### config.mk
export PLATFORM = sky130hd
export DESIGN_NAME = if_stage
export DESIGN_NICKNAME = d
export VERILOG_FILES = /design/src/rtl/if_stage.sv
export SDC_FILE = /design/constraint.sdc
export NUM_CORES = 1
export LEC_CHECK = 0
export BUFFER_PORTS_ARGS = -buffer_cell sky130_fd_sc_hd__buf_2
export CAP_MARGIN = 0
export CORE_UTILIZATION = 50
export CTS_BUF_LIST = sky130_fd_sc_hd__clkbuf_8
export DETAILED_ROUTE_END_ITERATION = 8
export GPL_TIMING_DRIVEN = 0
export PLACE_DENSITY_LB_ADDON = 0.3
export SLEW_MARGIN = 40
export SYNTH_ARGS = -nofsm -noshare
export SYNTH_HDL_FRONTEND = slang
export SYNTH_SLANG_ARGS = --single-unit
### constraint.sdc
create_clock -name clk -period 2.4 [get_ports clk]
set_input_delay 0.48 -clock clk [delete_from_list [all_inputs] [get_ports clk]]
set_output_delay 0.48 -clock clk [all_outputs]
set_load 0.005 [all_outputs]
### src/rtl/if_stage.sv
// Instruction-fetch stage: PC, single-outstanding imem fetch,
// two-entry {instr, pc} queue toward decode, branch redirect flush.
module if_stage #(
   parameter logic [31:0] RESET_PC = 32'h0000_0000
) (
   input  logic        clk,
   input  logic        rst_n,
   output logic        imem_req_valid,
   input  logic        imem_req_ready,
   output logic [31:0] imem_req_addr,
   input  logic        imem_rsp_valid,
   input  logic [31:0] imem_rsp_data,
   output logic        id_valid,
   input  logic        id_ready,
   output logic [31:0] id_instr,
   output logic [31:0] id_pc,
   input  logic        redirect_valid,
   input  logic [31:0] redirect_pc
);

   localparam logic [1:0] S_IDLE = 2'd0;
   localparam logic [1:0] S_REQ  = 2'd1;
   localparam logic [1:0] S_WAIT = 2'd2;

   logic [1:0]  r_state;
   logic [31:0] r_pc;
   logic [31:0] r_inflight_pc;
   logic        r_drop;
   logic [1:0]  r_cnt;
   logic [31:0] r_head_instr;
   logic [31:0] r_head_pc;
   logic [31:0] r_skid_instr;
   logic [31:0] r_skid_pc;

   logic [1:0]  w_state_nxt;
   logic [31:0] w_pc_nxt;
   logic        w_drop_nxt;
   logic        w_accept;
   logic        w_push;
   logic        w_pop;
   logic [31:0] w_redir_pc;

   assign w_redir_pc     = {redirect_pc[31:2], 2'b00};
   assign imem_req_valid = (r_state == S_REQ) && (r_cnt < 2'd2);
   assign imem_req_addr  = r_pc;
   assign w_accept       = imem_req_valid && imem_req_ready;
   assign w_push         = (r_state == S_WAIT) && imem_rsp_valid
                           && !r_drop && !redirect_valid;
   assign id_valid       = (r_cnt != 2'd0);
   assign w_pop          = id_valid && id_ready;
   assign id_instr       = r_head_instr;
   assign id_pc          = r_head_pc;

   // Next state, next pc and drop flag; redirect overrides the pc.
   always_comb begin
      w_state_nxt = r_state;
      w_pc_nxt    = r_pc;
      w_drop_nxt  = r_drop;
      unique case (1'b1)
         (r_state == S_IDLE): begin
            w_state_nxt = S_REQ;
         end
         (r_state == S_REQ): begin
            if (w_accept) begin
               w_state_nxt = S_WAIT;
               w_pc_nxt    = r_pc + 32'd4;
               w_drop_nxt  = 1'b0;
            end
         end
         (r_state == S_WAIT): begin
            if (imem_rsp_valid) begin
               w_state_nxt = S_REQ;
               w_drop_nxt  = 1'b0;
            end
         end
         default: begin
            w_state_nxt = S_IDLE;
         end
      endcase
      if (redirect_valid) begin
         w_pc_nxt = w_redir_pc;
         if (w_accept)
            w_drop_nxt = 1'b1;
         if ((r_state == S_WAIT) && !imem_rsp_valid)
            w_drop_nxt = 1'b1;
      end
   end

   // Fetch control registers.
   always_ff @(posedge clk or negedge rst_n) begin
      if (!rst_n) begin
         r_state <= S_IDLE;
         r_pc    <= RESET_PC;
         r_drop  <= 1'b0;
      end else begin
         r_state <= w_state_nxt;
         r_pc    <= w_pc_nxt;
         r_drop  <= w_drop_nxt;
      end
   end

   // Remember the address of the request awaiting its response.
   always_ff @(posedge clk or negedge rst_n) begin
      if (!rst_n)
         r_inflight_pc <= 32'd0;
      else if (w_accept)
         r_inflight_pc <= r_pc;
   end

   // Two-entry head/skid queue; redirect empties it.
   always_ff @(posedge clk or negedge rst_n) begin
      if (!rst_n) begin
         r_cnt        <= 2'd0;
         r_head_instr <= 32'd0;
         r_head_pc    <= 32'd0;
         r_skid_instr <= 32'd0;
         r_skid_pc    <= 32'd0;
      end else if (redirect_valid) begin
         r_cnt <= 2'd0;
      end else begin
         case ({w_push, w_pop})
            2'b10: begin
               if (r_cnt == 2'd0) begin
                  r_head_instr <= imem_rsp_data;
                  r_head_pc    <= r_inflight_pc;
               end else begin
                  r_skid_instr <= imem_rsp_data;
                  r_skid_pc    <= r_inflight_pc;
               end
               r_cnt <= r_cnt + 2'd1;
            end
            2'b01: begin
               r_head_instr <= r_skid_instr;
               r_head_pc    <= r_skid_pc;
               r_cnt        <= r_cnt - 2'd1;
            end
            2'b11: begin
               if (r_cnt == 2'd1) begin
                  r_head_instr <= imem_rsp_data;
                  r_head_pc    <= r_inflight_pc;
               end else begin
                  r_head_instr <= r_skid_instr;
                  r_head_pc    <= r_skid_pc;
                  r_skid_instr <= imem_rsp_data;
                  r_skid_pc    <= r_inflight_pc;
               end
            end
            default: begin
            end
         endcase
      end
   end

endmodule

==> out/qor.yml <==
drc: 0
wl_met1_um: 8870
core.rowCount: 47
wl_met3_um: 1130
drt-initial-drc-count: 372
cp_slowest_cell: "dfrtp_1"
dr_total_vias: 6454
dp_hpwl_um: 13700
finClkSkew_ns: 0.00963
root_buffer: "clkbuf_8"
crit_chain: "inv_1 > ha_1 > nand2b_1 > a21oi_1 > buf_2 > buf_2 > mux2i_1 > a21oi_1"
gp_congestion: 0.853
fp.dieW_um: 132
layout_common_cells: "dfrtp_1, buf_2, nand2_1"
worst_pin_slew_ns: 0.550
start_util_pct: 50.9
ys_warn_count: 0
synth_edf_count: 0
dr.pass1.iters: 6
status: "complete, no violations"
postPlaceCellArea_um2: 9570
antennaDiodeCount: 0
clk_pin_slew_ns: 0.09
crit_fanout: 10
vias_per_cell: 5.39
hold_path.class: "primary input to flip-flop"
cp_slowest_stage_delay_ns: 0.44
syn_inst: 778
drv_slew: 0
clock_path_buffers: 2
cts.sinks: 190
setup_slack_ns: 0.0842
nets: 1041
arrival_ns: 2.65
final_common_cell: "dfrtp_1"
htreeDepth: 4
p_leak_nw: 4.74
grt_usage_pct: 23.1
yosysUniqueCellTypes: 47
peakVddDrop_v: 0.000497
slew_headroom_pct: 63.3
grt_pass1_vias: 6214
async_flop_share_pct: 100
cap_violations: 0
overflow: 0
n_fill_cell: 1400
wl_per_cell_um: 15.8
ant_nets: 0
synth_area_per_cell_um2: 10.8
clock_latency_ns: 0.46
grt_pass1_wl_um: 31600
grt_antenna_before_repair: 0
fp.dieArea_um2: 17300
placedCellCount: 1164
ys_seq_elements: 190
path_class: "flip-flop to flip-flop"
endpoint_kind: "flip-flop"
fin_cells: 1197
ys.flop_type: "dfrtp_1"
tritoncts: "done"
start_kind: "flip-flop"
grt_max_degree: 77
drive_above_1_share_pct: 29.8
finalHoldViolCount: 0
period_share_pct: 96.5
area_growth_pct: 19.5
fin_area_um2: 10000
cts_made_buffers: 17
netlist_area_um2: 8410
core-area_um2: 16500
cp.required_ns: 2.74
top_layer: "met4"
place_ws_ns: -0.0329
timing.final.crit_period_ns: 2.32
ff2ff_path_depth: 8
finalSetupTns_ns: 0
dr_wl_met2_um: 8730
setup_violations: 0
fp.dieH_um: 132
hold_depth: 3
port_buffers: 163
max_freq_ghz: 0.432
io_pins: 168
ys_seq_area_share_pct: 56.6
power.density_nw_per_um2: 1100
wirelength_um: 18900
-- repair_timing --
item	CTS	global route
hold buffers	1	0
setup endpoints to repair	60	140
buffers inserted	0	1
resized for setup	4	15
pin swaps	0	1
gates cloned	0	0
hold endpoints to repair	46	0
-- synth_stat cells, drive strengths merged, types with 4 or more instances --
master | n | area share, %
mux2i | 63 | 7.5
or3 | 11 | 0.82
o21ai | 24 | 1.4
a21oi | 66 | 3.9
xnor2 | 6 | 0.63
xor2 | 6 | 0.63
a31oi | 15 | 1.1
clkbuf | 30 | 1.3
inv | 8 | 0.36
mux2 | 63 | 8.4
nor2b | 5 | 0.37
buf | 19 | 1.2
and4 | 5 | 0.52
or4 | 6 | 0.58
ha | 7 | 1.0
o31ai | 4 | 0.36
nor2 | 82 | 3.7
nand3 | 10 | 0.60
nand4 | 11 | 0.89
dfrtp | 190 | 57
nand2 | 116 | 5.2
-- area by class of cell --
class | count | area, µm² | share of cell area (%)
plain buffers | 48 | 233 | 2.32
inverters | 8 | 30.0 | 0.299
well taps | 220 | 275 | 2.74
clock inverters | 14 | 175 | 1.74
repair buffers | 167 | 898 | 8.94
flip-flops and latches | 190 | 4750 | 47.3
clock buffers | 18 | 248 | 2.47
multi-input cells | 532 | 3430 | 34.2
-- state kept, by name, indices dropped and copies added (netlist names) --
register       cells
id_instr          32
id_pc             31
imem_req_addr     30
r_cnt              2
r_drop             1
r_inflight_pc     30
r_skid_instr      32
r_skid_pc         30
r_state            2
-- layer usage --
metal  vias to the layer above  track usage (%)
li1                       3080                -
met1                      3127             32.8
met2                       228             35.9
met3                        19             4.55
met4                         0             6.91
met5                         -                0
-- worst max-delay path, delay by kind of cell (launching register included) --
kind | cells | cell delay (ns)
AOI/OAI and AO/OA | 2 | 0.25
adders and majority gates | 1 | 0.25
buffers and inverters | 3 | 0.74
DFF | 1 | 0.44
muxes | 1 | 0.23
and+or+nand+nor | 1 | 0.27
-- final timing paths --
| kind | endpoint | start | slack, ns |
|---|---|---|---|
| max | id_instr[15] | r_cnt[1] | 0.08 |
| min | imem_req_addr[8] | redirect_pc[8] | 0.22 |
| max reg2reg | id_instr[15] | r_cnt[1] | 0.08 |
| min reg2reg | r_inflight_pc[7] | r_inflight_pc[7] | 0.50 |
| max in group asynchronous | r_inflight_pc[8] | rst_n | 1.20 |
| min in group asynchronous | id_instr[26] | rst_n | 0.51 |
-- stage by stage --
| step | util (%) | power (W) | hold slack [ns] |
|---|---|---|---|
| detailed placement | 57.9 | 0.00895 | 0.414 |
| global route | 60.8 | 0.0119 | 0.204 |
| CTS | 60.6 | 0.0112 | 0.195 |
| finish | 60.8 | 0.0111 | 0.216 |
| floorplan | - | 0.00744 | 0.184 |
| global placement | 57.5 | 0.00875 | 0.484 |
-- power by group --
part           switching (W)  internal, W
clock network        0.00109      0.00114
logic                0.00190      0.00175
registers           0.000773      0.00445
total                0.00376      0.00734
-- cell families (layout without fill, tap and decap cells) --
family                     after synthesis  in the layout  synth area share [%]
DFF                                    190            190                  56.6
and+or+nand+nor                        265            265                  14.3
buffers and inverters                   57            255                  2.90
AOI/OAI and AO/OA                      120            120                  7.96
muxes                                  126            126                  15.9
other                                    1              2                0.0446
xor gates and xnor gates                12             12                  1.25
adders and majority gates                7              7                  1.04
No activity file was read; power rests on OpenSTA's default activity.
